==> config.mk <==
export PLATFORM = sky130hd
export DESIGN_NAME = wall_scroller
export DESIGN_NICKNAME = d
export VERILOG_FILES = /design/src/rtl/wall_scroller.sv
export SDC_FILE = /design/constraint.sdc
export NUM_CORES = 1
export LEC_CHECK = 0
export CAP_MARGIN = 30
export CORE_MARGIN = 2
export CORE_UTILIZATION = 35
export CTS_CLUSTER_SIZE = 14
export DETAILED_ROUTE_END_ITERATION = 7
export GPL_ROUTABILITY_DRIVEN = 0
export PLACE_DENSITY = 0.56
export SYNTH_ARGS = -nofsm -noshare
export SYNTH_HDL_FRONTEND = slang
export SYNTH_SLANG_ARGS = --single-unit
==> constraint.sdc <==
create_clock -name clock -period 2.7 [get_ports clock]
set_input_delay 0.405 -clock clock [delete_from_list [all_inputs] [get_ports clock]]
set_output_delay 0.405 -clock clock [all_outputs]
set_load 0.02 [all_outputs]
==> src/rtl/wall_scroller.sv <==
// wall_scroller: keeps a small set of scrolling walls for the flappy-style game.
// Each accepted frame tick runs MOVE -> SPAWN -> CHECK -> DONE: walls shift left
// and retire, a new wall is spawned at the right edge from the height generator,
// and the fixed-column bird is tested against every active wall.
module wall_scroller #(
  parameter int SCREEN_W  = 160,
  parameter int SCREEN_H  = 120,
  parameter int WALL_W    = 8,
  parameter int GAP       = 40,
  parameter int SPACING   = 48,
  parameter int SPEED     = 2,
  parameter int MAX_WALLS = 4,
  parameter int BIRD_X    = 30,
  parameter int BIRD_H    = 4,
  localparam int IDX_W    = (MAX_WALLS > 1) ? $clog2(MAX_WALLS) : 1
) (
  input  logic             clock,
  input  logic             resetn,
  input  logic             clear_i,
  input  logic             enable_i,
  input  logic             tick_i,
  input  logic [7:0]       height_in_i,
  output logic             height_ack_o,
  input  logic [6:0]       bird_y_i,
  input  logic [IDX_W-1:0] rd_idx_i,
  output logic             wall_valid_o,
  output logic [7:0]       wall_x_o,
  output logic [6:0]       wall_top_o,
  output logic             busy_o,
  output logic             frame_done_o,
  output logic             hit_o
);

  localparam int TOP_MAX = SCREEN_H - GAP - 1;

  typedef enum logic [2:0] {IDLE, MOVE, SPAWN, CHECK, DONE} state_t;

  state_t                 state_q;
  logic [MAX_WALLS-1:0]   valid_q;
  logic [7:0]             xPos_q [MAX_WALLS];
  logic [6:0]             top_q  [MAX_WALLS];
  logic [7:0]             spawnCnt_q;
  logic [IDX_W-1:0]       spawnIdx_q;
  logic                   heightAck_q;
  logic                   frameDone_q;
  logic                   hit_q;

  logic [MAX_WALLS-1:0]   moveValid_d;
  logic [7:0]             moveX_d [MAX_WALLS];
  logic [7:0]             moveCnt_d;
  logic                   freeFound_d;
  logic [IDX_W-1:0]       freeIdx_d;
  logic [6:0]             topClamp_d;
  logic [MAX_WALLS-1:0]   collide_d;

  // Post-scroll slot state and spawn counter, plus the lowest slot left free by the scroll
  always_comb begin
    logic [8:0] cntSum;
    moveValid_d = valid_q;
    freeFound_d = 1'b0;
    freeIdx_d   = '0;
    for (int i = 0; i < MAX_WALLS; i++) begin
      moveX_d[i] = xPos_q[i];
      if (valid_q[i]) begin
        if ({1'b0, xPos_q[i]} < 9'(SPEED)) begin
          moveValid_d[i] = 1'b0;
        end else begin
          moveX_d[i] = xPos_q[i] - 8'(SPEED);
        end
      end
    end
    for (int i = MAX_WALLS - 1; i >= 0; i--) begin
      if (!moveValid_d[i]) begin
        freeFound_d = 1'b1;
        freeIdx_d   = IDX_W'(i);
      end
    end
    cntSum    = {1'b0, spawnCnt_q} + 9'(SPEED);
    moveCnt_d = (cntSum > 9'd255) ? 8'hFF : cntSum[7:0];
  end

  // Clamp the generator height so the whole gap stays on screen
  always_comb begin
    topClamp_d = (height_in_i <= 8'(TOP_MAX)) ? height_in_i[6:0] : 7'(TOP_MAX);
  end

  // Per-slot collision: bird column inside the wall and bird rows outside the gap
  always_comb begin
    logic [8:0] xExt;
    logic [7:0] birdTop;
    logic [7:0] birdBot;
    logic [7:0] gapTop;
    logic [7:0] gapBot;
    birdTop = {1'b0, bird_y_i};
    birdBot = birdTop + 8'(BIRD_H - 1);
    for (int i = 0; i < MAX_WALLS; i++) begin
      xExt   = {1'b0, xPos_q[i]};
      gapTop = {1'b0, top_q[i]};
      gapBot = gapTop + 8'(GAP - 1);
      collide_d[i] = valid_q[i]
                     && (xExt <= 9'(BIRD_X))
                     && (9'(BIRD_X) <= xExt + 9'(WALL_W - 1))
                     && ((birdTop < gapTop) || (birdBot > gapBot));
    end
  end

  // Frame sequencer: owns every slot register, the spawn counter and the registered pulses
  always_ff @(posedge clock or negedge resetn) begin
    if (!resetn) begin
      state_q     <= IDLE;
      valid_q     <= '0;
      for (int i = 0; i < MAX_WALLS; i++) begin
        xPos_q[i] <= '0;
        top_q[i]  <= '0;
      end
      spawnCnt_q  <= 8'(SPACING);
      spawnIdx_q  <= '0;
      heightAck_q <= 1'b0;
      frameDone_q <= 1'b0;
      hit_q       <= 1'b0;
    end else if (clear_i) begin
      state_q     <= IDLE;
      valid_q     <= '0;
      spawnCnt_q  <= 8'(SPACING);
      heightAck_q <= 1'b0;
      frameDone_q <= 1'b0;
      hit_q       <= 1'b0;
    end else begin
      heightAck_q <= 1'b0;
      frameDone_q <= 1'b0;
      case (state_q)
        IDLE: begin
          if (tick_i && enable_i) begin
            state_q <= MOVE;
          end
        end
        MOVE: begin
          valid_q    <= moveValid_d;
          spawnCnt_q <= moveCnt_d;
          for (int i = 0; i < MAX_WALLS; i++) begin
            xPos_q[i] <= moveX_d[i];
          end
          if ((moveCnt_d >= 8'(SPACING)) && freeFound_d) begin
            heightAck_q <= 1'b1;
            spawnIdx_q  <= freeIdx_d;
          end
          state_q <= SPAWN;
        end
        SPAWN: begin
          if (heightAck_q) begin
            valid_q[spawnIdx_q] <= 1'b1;
            xPos_q[spawnIdx_q]  <= 8'(SCREEN_W);
            top_q[spawnIdx_q]   <= topClamp_d;
            spawnCnt_q          <= '0;
          end
          state_q <= CHECK;
        end
        CHECK: begin
          if (|collide_d) begin
            hit_q <= 1'b1;
          end
          frameDone_q <= 1'b1;
          state_q     <= DONE;
        end
        DONE: begin
          state_q <= IDLE;
        end
        default: begin
          state_q <= IDLE;
        end
      endcase
    end
  end

  // Draw port and status outputs straight from registered state
  always_comb begin
    wall_valid_o = valid_q[rd_idx_i];
    wall_x_o     = xPos_q[rd_idx_i];
    wall_top_o   = top_q[rd_idx_i];
    busy_o       = (state_q != IDLE);
    height_ack_o = heightAck_q;
    frame_done_o = frameDone_q;
    hit_o        = hit_q;
  end

endmodule

==> flow_metrics.env, run 1 <==
export IMPL_cpPeakStageDelay_ns=0.56
export IMPL_synth_net_count=862
export IMPL_worst_skew_pair_late_latency_ns=0.34
export IMPL_wire_per_inst_um=17.6
export IMPL_crit_path_start_kind="input pin"
export IMPL_worst_slack_ns=0.0891
export IMPL_grt_setup_unrepaired="false"
export IMPL_vias_per_cell=5.46
export IMPL_cts_clk_slew_worst_paths_ns=0.06
export IMPL_timing_rr_start="top_q[7]"
export IMPL_slowest_stage="clkdlybuf4s50_1"
export IMPL_dp_hpwl_mm=14.9
export IMPL_path_class="input pin to primary output"
export IMPL_worstPathCellList="clkdlybuf4s50_1, buf_12, mux4_2, clkdlybuf4s50_1"
export IMPL_arrival_ns=2.21
export IMPL_period_share=0.967
export IMPL_yosys_cell_types_count=69
export IMPL_cellPowerDensity_nw_per_um2=629
export IMPL_route_antenna_remaining_nets=0
export IMPL_postCtsSetupBuffers=0
export IMPL_p_int_w=0.00306
export IMPL_cp_depth=4
export IMPL_critPathCaptureType="primary output"
export IMPL_pwr_share_clk=0.254
export IMPL_setup_viol=0
export IMPL_switching_share=0.383
export IMPL_yosysTopAreaCell="dfrtp_1"
export IMPL_ys_seq_area_frac=0.302
export IMPL_core_area_um2=18600
export IMPL_dp_slack_ns=-0.188
export IMPL_r2r_slack_ns=0.27
export IMPL_area_growth_pct=18.9
export IMPL_wl_mm=18.7
export IMPL_root_buffer="clkbuf_16"
export IMPL_fin_crit_ns=2.61
export IMPL_synth_cells=757
export IMPL_critPathBufInv=3
export IMPL_rows=50
export IMPL_fmax_mhz=383
export IMPL_power_frac_seq=0.364
export IMPL_worst_pin_slew_ns=0.609
export IMPL_cts_hold_buf=0
export IMPL_max_clock_path_buffers=2
export IMPL_synth_warning_count=0
export IMPL_synthTopCellsByArea="dfrtp_1 (29%), ha_1 (16%), mux4_2 (5.4%), nand2_1 (4.4%), o21ai_0 (4.1%)"
export IMPL_cap_violations=0
export IMPL_cts_tree="built"
export IMPL_yosys_most_used_dff="dfrtp_1"
export IMPL_drive_gt1_frac=0.106
export IMPL_dr_pass1_iters=5
export IMPL_pwr_share_comb=0.381
export IMPL_num_vias=5818
export IMPL_vdd_drop_max_uv=382
export IMPL_netlist_area_um2=6640
export IMPL_antenna_found_initial=0
export IMPL_path_delay_family="buffers and inverters"
export IMPL_numCtsBuffers=9
export IMPL_track_usage=0.192
export IMPL_synth_seq_cells=80
export IMPL_die_h_um=142
export IMPL_synthTopCellsByCount="ha_1 (83), dfrtp_1 (78), nand2_1 (77), nor2_1 (70)"
export IMPL_synth_avg_cell_area_um2=8.77
export IMPL_slew_headroom=0.589
export IMPL_pin_count=42
export IMPL_grt_pass1_vias=5357
export IMPL_slew_viol_final=0
export IMPL_n_antenna_cell=0
export IMPL_async_flop_share=1.00
export IMPL_hold_viol=0
export IMPL_finClkSkew_ns=0.00832
export IMPL_dieArea_um2=20100
export IMPL_htree_levels=3
export IMPL_synth_edf_count=0
export IMPL_crit_top_cell="clkdlybuf4s50_1"
export IMPL_reg2reg_depth=12
export IMPL_endpoint="wall_x_o[4]"
export IMPL_yosys_cell_count_top_type="ha_1"
export IMPL_drc=0
export IMPL_hold_worst_slack_ns=0.0224
export IMPL_cts_resized=0
export IMPL_synth_top_area_frac=0.294
export IMPL_power_leakage_nw=3.39
export IMPL_clock_sinks=80
export IMPL_worstPathRequired_ns=2.30
export IMPL_grt_first_pass_wirelength_mm=29.8
export IMPL_first_iter_violations=473
export IMPL_grt_max_degree=47
export IMPL_initial_core_util=0.356
export IMPL_timing_rr_end="hit_o"
export IMPL_die_w_um=142
export IMPL_hold_path_class="input pin to asynchronous set/reset pin"
export IMPL_overflow=0
export IMPL_status="finished clean"
export IMPL_switchingPower_w=0.00190
export IMPL_cp_max_fo=16
export IMPL_port_buffers=41
export IMPL_nets=931
export IMPL_crit_start="rd_idx_i[0]"
==> placed cells by master (no fill, tap or decap), types with 8 or more instances in the layout <==
| master | n |
|---|---|
| ha_1 | 83 |
| xnor2_1 | 30 |
| nor2_1 | 70 |
| o21ai_0 | 54 |
| xor2_1 | 8 |
| nor3_1 | 29 |
| clkbuf_16 | 9 |
| a31oi_1 | 11 |
| buf_4 | 37 |
| nand2b_1 | 13 |
| dfrtp_1 | 77 |
| clkdlybuf4s50_1 | 40 |
| a21oi_1 | 47 |
| nand2_1 | 77 |
| o21a_1 | 10 |
| mux4_2 | 16 |
| nand3_1 | 13 |
| nor2b_1 | 13 |
| inv_1 | 55 |
==> power groups by stage <==
stage	Combinational, W	Clock (W)	Sequential, W
6_report	0.00189	0.00126	0.00181
5_1_grt	0.00213	0.00134	0.00184
4_1_cts	0.00190	0.00129	0.00180
3_5_place_dp	0.00188	0	0.00182
3_3_place_gp	0.00187	0	0.00181
2_1_floorplan	0.00134	0	0.00164
==> area by class of cell <==
class | instances | area (um2)
clock buffers | 14 | 264
clock inverters | 2 | 38.8
fillers | 1842 | 10700
inverters | 55 | 206
multi-input cells | 600 | 4350
flip-flops and latches | 80 | 2010
well taps | 234 | 293
repair buffers | 80 | 738
==> routing by layer <==
metal	vias to the layer above	track usage	wire, um
li1	2879	-	-
met1	2773	0.292	9350
met2	153	0.290	8210
met3	13	0.0189	950
met4	0	0.0500	216
met5	-	0	0
==> cell families (layout without fill, tap and decap cells) <==
| group | Yosys count | count (layout) | share of synthesized area |
|---|---|---|---|
| and+or+nand+nor | 260 | 260 | 0.189 |
| AOI/OAI and AO/OA | 198 | 198 | 0.195 |
| adders and majority gates | 84 | 84 | 0.158 |
| DFF | 80 | 80 | 0.302 |
| buffers and inverters | 77 | 151 | 0.0452 |
| xor gates and xnor gates | 39 | 39 | 0.0514 |
| muxes | 19 | 19 | 0.0588 |
==> state kept, by name (all words and copies together), names as in the netlist <==
| signal | cells |
|---|---|
| height_ack_o | 1 |
| frame_done_o | 1 |
| state_q | 3 |
| hit_o | 1 |
| top_q | 28 |
| xPos_q | 32 |
| spawnIdx_q | 2 |
| valid_q | 4 |
| spawnCnt_q | 8 |
==> how the worst min path moves through the flow <==
stage | startpoint | end | depth (start not counted)
after global placement | resetn | top_q[8] | 1
after detailed placement | resetn | top_q[8] | 1
final | resetn | top_q[8] | 1
after CTS | resetn | top_q[8] | 1
after global routing | resetn | top_q[8] | 1
after floorplan | resetn | frame_done_o | 0
==> worst reg2reg max path, cell delays in order, from the launching register on <==
cell	delay [ns]
dfrtp_2	0.46
inv_1	0.11
ha_1	0.18
nand2_1	0.09
a31oi_1	0.20
xnor2_1	0.17
ha_1	0.28
nand3_1	0.08
a21oi_1	0.04
a2111oi_0	0.30
a21boi_0	0.15
o21ai_1	0.14
nand4_1	0.09
==> metrics by stage <==
| step | cells | setup TNS, ns | utilization | total power (W) | area [um2] |
|---|---|---|---|---|---|
| detailed placement | 1049 | -0.188 | 0.406 | 0.00370 | 7580 |
| floorplan | 757 | 0 | - | 0.00299 | 6640 |
| CTS | 1065 | 0 | 0.423 | 0.00498 | 7880 |
| global route | 1065 | 0 | 0.423 | 0.00531 | 7900 |
| finish | 1065 | 0 | 0.423 | 0.00497 | 7900 |
| global placement | 1049 | -0.213 | 0.406 | 0.00368 | 7580 |
No activity file was read; power rests on OpenSTA's default activity.
==> run 2: changes to the inputs <==
DONT_BUFFER_PORTS = 1   (was not set)
PLACE_DENSITY = 0.53   (was 0.56)
SKIP_CTS_REPAIR_TIMING = 1   (was not set)
==> run 2 against run 1 <==
  * Largest cell class unchanged
  * Critical path depth is 8 higher
  * Global-route usage is 0.99 points higher
  * Combinational power is 7% lower
  * Power is 1.1% lower
  * First-iteration DRC count is 1.5% higher
  * Worst setup slack better by 0.17 ns
  * Clock power is 8% higher
  * Via count is 1.4% lower
  * Register-to-register slack hardly changed
  * Critical path type is now flip-flop to flip-flop
  * Design area is 7.0% lower
  * Fmax is 7.1% higher
==> flow_metrics.env, run 2 (synthesized netlist as in run 1, its figures left out) <==
export IMPL_period_share=0.903
export IMPL_regMostFlops="xPos_q"
export IMPL_cts_tree="built"
export IMPL_slew_viol_final=0
export IMPL_crit_path_start_kind="flip-flop"
export IMPL_dieArea_um2=20100
export IMPL_nets=871
export IMPL_wire_per_inst_um=19.2
export IMPL_area_growth_pct=10.6
export IMPL_fmax_mhz=410
export IMPL_root_buffer="clkbuf_16"
export IMPL_seqCellArea_um2=2000
export IMPL_drc=0
export IMPL_overflow=0
export IMPL_hold_viol=0
export IMPL_vias_per_cell=5.71
export IMPL_pin_count=42
export IMPL_critPathCaptureType="flip-flop"
export IMPL_dp_hpwl_mm=15.0
export IMPL_slowest_stage="dfrtp_1"
export IMPL_dr_pass1_iters=5
export IMPL_grt_first_pass_wirelength_mm=31.3
export IMPL_port_buffers=0
export IMPL_vdd_drop_max_uv=323
export IMPL_critPathBufInv=1
export IMPL_worst_slack_ns=0.261
export IMPL_total_power_w=0.00491
export IMPL_core_area_um2=18600
export IMPL_track_usage=0.201
export IMPL_slew_headroom=0.541
export IMPL_hold_path_class="input pin to flip-flop"
export IMPL_finClkSkew_ns=0.00991
export IMPL_cpPeakStageDelay_ns=0.43
export IMPL_cp_max_fo=6
export IMPL_drive_gt1_frac=0.0869
export IMPL_die_w_um=142
export IMPL_mostFrequentLayoutCell="ha_1"
export IMPL_path_delay_family="compound AO/OA/AOI/OAI gates"
export IMPL_n_antenna_cell=0
export IMPL_cap_violations=0
export IMPL_worstPathCellList="inv_1, ha_1, nand2_1, a31oi_1, xnor2_1, ha_1, nand3_1, a21oi_1, a2111oi_1, a21boi_0, o21ai_0, nand4_1"
export IMPL_numCtsBuffers=9
export IMPL_cts_clk_slew_worst_paths_ns=0.07
export IMPL_max_clock_path_buffers=2
export IMPL_dp_slack_ns=0.168
export IMPL_rows=50
export IMPL_setup_viol=0
export IMPL_grt_max_degree=81
export IMPL_path_class="flip-flop to flip-flop"
export IMPL_grt_setup_unrepaired="false"
export IMPL_arrival_ns=2.65
export IMPL_cellPowerDensity_nw_per_um2=669
export IMPL_reg_largest_list="xPos_q: 32 flops, top_q: 28 flops, spawnCnt_q: 8 flops"
export IMPL_crit_top_cell="ha_1"
export IMPL_largest_reg_flops=32
export IMPL_final_cell_mix="ha_1 (83), dfrtp_1 (78), nand2_1 (77)"
export IMPL_tns_ns=0
export IMPL_multiInputGateArea_um2=4340
export IMPL_htree_levels=3
export IMPL_finish_utilization=0.394
export IMPL_num_vias=5737
export IMPL_worstPathRequired_ns=2.91
export IMPL_antenna_found_initial=0
export IMPL_worst_pin_slew_ns=0.683
export IMPL_grt_pass1_vias=5654
export IMPL_route_antenna_remaining_nets=0
export IMPL_final_cell_area_um2=7340
export IMPL_die_h_um=142
export IMPL_first_iter_violations=480
export IMPL_num_fill_cells=1864
export IMPL_fin_crit_ns=2.44
export IMPL_post_dp_cell_area_um2=6970
export IMPL_clock_sinks=80
export IMPL_power_leakage_nw=3.13
export IMPL_worst_skew_pair_late_latency_ns=0.35
export IMPL_status="finished clean"
export IMPL_wl_mm=19.3
export IMPL_initial_core_util=0.356
## run 2: cell types whose count changed in the layout (fill, tap and decap cells not counted), sizes merged
cell / delta
clkbuf: -4
inv: +1
clkdlybuf4s50: -40
bufinv: +1
dlygate4sd3: +1
buf: -21
clkinvlp: +2
## run 2: path summary, 6_finish.rpt
| path | cells after the start | end | slack (ns) | startpoint |
|---|---|---|---|---|
| max | 12 | hit_o | 0.26 | top_q[7] |
| min | 1 | spawnCnt_q[0] | 0.12 | clear_i |
| max reg2reg | 12 | hit_o | 0.26 | top_q[7] |
| min reg2reg | 2 | top_q[5] | 0.57 | top_q[5] |
| max in group asynchronous | 2 | spawnCnt_q[4] | 1.69 | resetn |
| min in group asynchronous | 2 | top_q[4] | 0.67 | resetn |
## run 2: routing by layer
metal / GRT usage / routed length (um) / vias to the layer above
met5: 0 / 0 / -
met4: 0.0621 / 359 / 0
met3: 0.0300 / 928 / 19
met2: 0.310 / 8860 / 134
met1: 0.292 / 9180 / 2821
li1: - / - / 2763
## run 2: cell type report
type,count,share of cell area
Multi-Input combinational cell,600,0.592
Sequential cell,80,0.273
Tap cell,234,0.0399
Clock buffer,10,0.0312
Inverter,55,0.0281
Timing Repair Buffer,20,0.0235
Clock inverter,6,0.0126
## run 2: worst reg2reg max path: cells and delay by family, from the launching register on
family,cells,cell delay (ns)
flip-flops,1,0.43
adder cells (fa/ha/maj),2,0.46
buffers and inverters,1,0.11
AND/OR/NAND/NOR,3,0.27
XOR/XNOR,1,0.15
AO/OA/AOI/OAI,5,0.89
## run 2: where the power goes
part           switching (W)  internal (W)  leakage (nW)
logic               0.000996      0.000760          1.99
clock network       0.000544      0.000816         0.149
registers           0.000394       0.00140         0.994
## run 2: per-stage QoR
step | instances | hold slack, ns
2_1_floorplan | 757 | 0.109
3_3_place_gp | 987 | 0.116
3_5_place_dp | 987 | 0.116
4_1_cts | 1003 | -0.260
5_1_grt | 1005 | 0.115
6_report | 1005 | 0.121
==> run 3: changes to the inputs <==
CORE_UTILIZATION = 45   (was 35)
PLACE_DENSITY = 0.64   (was 0.53)
TNS_END_PERCENT = 5   (was not set)
==> run 3 against run 2 <==
  * First-iteration DRC count is 3.1% lower
  * Worst setup slack lost 0.047 ns
  * Sequential power about the same
  * Sequential cell count unchanged
  * Sequential share of layout area rose by 0.41 points
  * Non-clock buffer count is 5 lower
  * Register-to-register slack got worse by 0.05 ns
  * Critical path type unchanged
  * Critical endpoint unchanged
==> flow_metrics.env, run 3 (synthesized netlist as in run 1, its figures left out) <==
export IMPL_arrival_ns=2.68
export IMPL_dp_hpwl_mm=14.0
export IMPL_nets=866
export IMPL_path_class="flip-flop to flip-flop"
export IMPL_pwr_share_comb=0.354
export IMPL_r2r_slack_ns=0.21
export IMPL_setup_viol=0
export IMPL_critPathCaptureType="flip-flop"
export IMPL_slew_headroom=0.530
export IMPL_fin_crit_ns=2.49
export IMPL_rows=44
export IMPL_reg_largest_list="xPos_q: 32 flops, top_q: 28 flops, spawnCnt_q: 8 flops"
export IMPL_cts_clk_slew_worst_paths_ns=0.07
export IMPL_crit_path_start_kind="flip-flop"
export IMPL_dr_pass1_iters=5
export IMPL_num_fill_cells=1351
export IMPL_finClkSkew_ns=0.0116
export IMPL_worstPathRequired_ns=2.90
export IMPL_initial_core_util=0.459
export IMPL_grt_max_degree=81
export IMPL_route_antenna_remaining_nets=0
export IMPL_crit_start="top_q[7]"
export IMPL_htree_levels=3
export IMPL_finish_utilization=0.499
export IMPL_port_buffers=0
export IMPL_fmax_mhz=402
export IMPL_overflow=0
export IMPL_power_leakage_nw=3.11
export IMPL_hold_path_class="input pin to flip-flop"
export IMPL_worst_pin_slew_ns=0.699
export IMPL_post_dp_cell_area_um2=6870
export IMPL_switchingPower_w=0.00188
export IMPL_cts_tree="built"
export IMPL_num_vias=5700
export IMPL_hold_start="clear_i"
export IMPL_power_frac_seq=0.380
export IMPL_largest_reg_flops=32
export IMPL_final_cell_area_um2=7230
export IMPL_switching_share=0.392
export IMPL_wl_mm=18.0
export IMPL_final_cell_mix="ha_1 (83), dfrtp_1 (78), nand2_1 (77)"
export IMPL_drc=0
export IMPL_max_clock_path_buffers=2
export IMPL_drive_gt1_frac=0.0836
export IMPL_vias_per_cell=6.00
export IMPL_pwr_share_clk=0.266
export IMPL_first_iter_violations=465
export IMPL_timing_rr_start="top_q[7]"
export IMPL_area_growth_pct=8.91
export IMPL_mostFrequentLayoutCell="ha_1"
export IMPL_hold_depth=1
export IMPL_grt_first_pass_wirelength_mm=29.3
export IMPL_die_w_um=125
export IMPL_multiInputGateArea_um2=4350
export IMPL_cap_violations=0
export IMPL_seqCellArea_um2=2000
export IMPL_dieArea_um2=15700
export IMPL_vdd_drop_max_uv=275
export IMPL_p_int_w=0.00290
export IMPL_cellPowerDensity_nw_per_um2=661
export IMPL_track_usage=0.233
export IMPL_slew_viol_final=0
export IMPL_die_h_um=125
export IMPL_pin_count=42
export IMPL_timing_rr_end="hit_o"
export IMPL_total_power_w=0.00478
export IMPL_root_buffer="clkbuf_16"
export IMPL_clock_sinks=80
export IMPL_numCtsBuffers=9
export IMPL_cp_max_fo=6
export IMPL_worst_slack_ns=0.215
export IMPL_wire_per_inst_um=18.9
export IMPL_min_to="spawnCnt_q[0]"
export IMPL_regMostFlops="xPos_q"
export IMPL_dp_slack_ns=0.0741
export IMPL_status="finished clean"
export IMPL_n_antenna_cell=0
export IMPL_hold_viol=0
export IMPL_grt_pass1_vias=5558
export IMPL_antenna_found_initial=0
export IMPL_period_share=0.920
export IMPL_worst_skew_pair_late_latency_ns=0.35
export IMPL_core_area_um2=14500
export IMPL_reg2reg_depth=12
-- run 3: worst max path at each step --
stage,to,slack [ns]
after floorplan,wall_top_o[0],0.39
after global placement,hit_o,0.21
after detailed placement,hit_o,0.07
after CTS,hit_o,0.07
after global routing,hit_o,-0.05
final,hit_o,0.21
-- run 3: cell type report --
cell class	count	area share
multi-input cells	600	0.601
flip-flops and latches	80	0.277
clock buffers	11	0.0349
well taps	184	0.0318
inverters	55	0.0285
repair buffers	15	0.0187
clock inverters	5	0.00761
-- run 3: stage by stage --
stage	hold WS, ns	instances	setup TNS (ns)
after floorplan	0.109	757	0
after global placement	0.114	932	0
after detailed placement	0.114	932	0
after CTS	-0.252	948	0
after global routing	0.120	950	-0.0478
final	0.122	950	0
-- run 3: power by group through the flow --
stage / Clock, W / Sequential [W] / Combinational, W
floorplan: 0 / 0.00164 / 0.00134
global placement: 0 / 0.00181 / 0.00158
detailed placement: 0 / 0.00182 / 0.00163
CTS: 0.00128 / 0.00180 / 0.00165
global route: 0.00133 / 0.00185 / 0.00191
finish: 0.00127 / 0.00182 / 0.00169
-- run 3: layer usage --
layer,global-route usage,routed length [um],vias to the layer above
met5,0,0,-
met4,0.0908,551,0
met3,0.0372,1030,36
met2,0.349,7950,165
met1,0.339,8460,2749
li1,-,-,2750
-- run 3: worst max-delay path, cell delays in order (launching register included) --
cell and delay (ns):
dfrtp_1 0.43, inv_1 0.11, ha_1 0.18, nand2_1 0.10, a31oi_1 0.22, xnor2_1 0.14, ha_1 0.27, nand3_1 0.08
a21oi_1 0.06, a2111oi_2 0.34, a21boi_0 0.13, o21ai_0 0.16, nand4_1 0.10
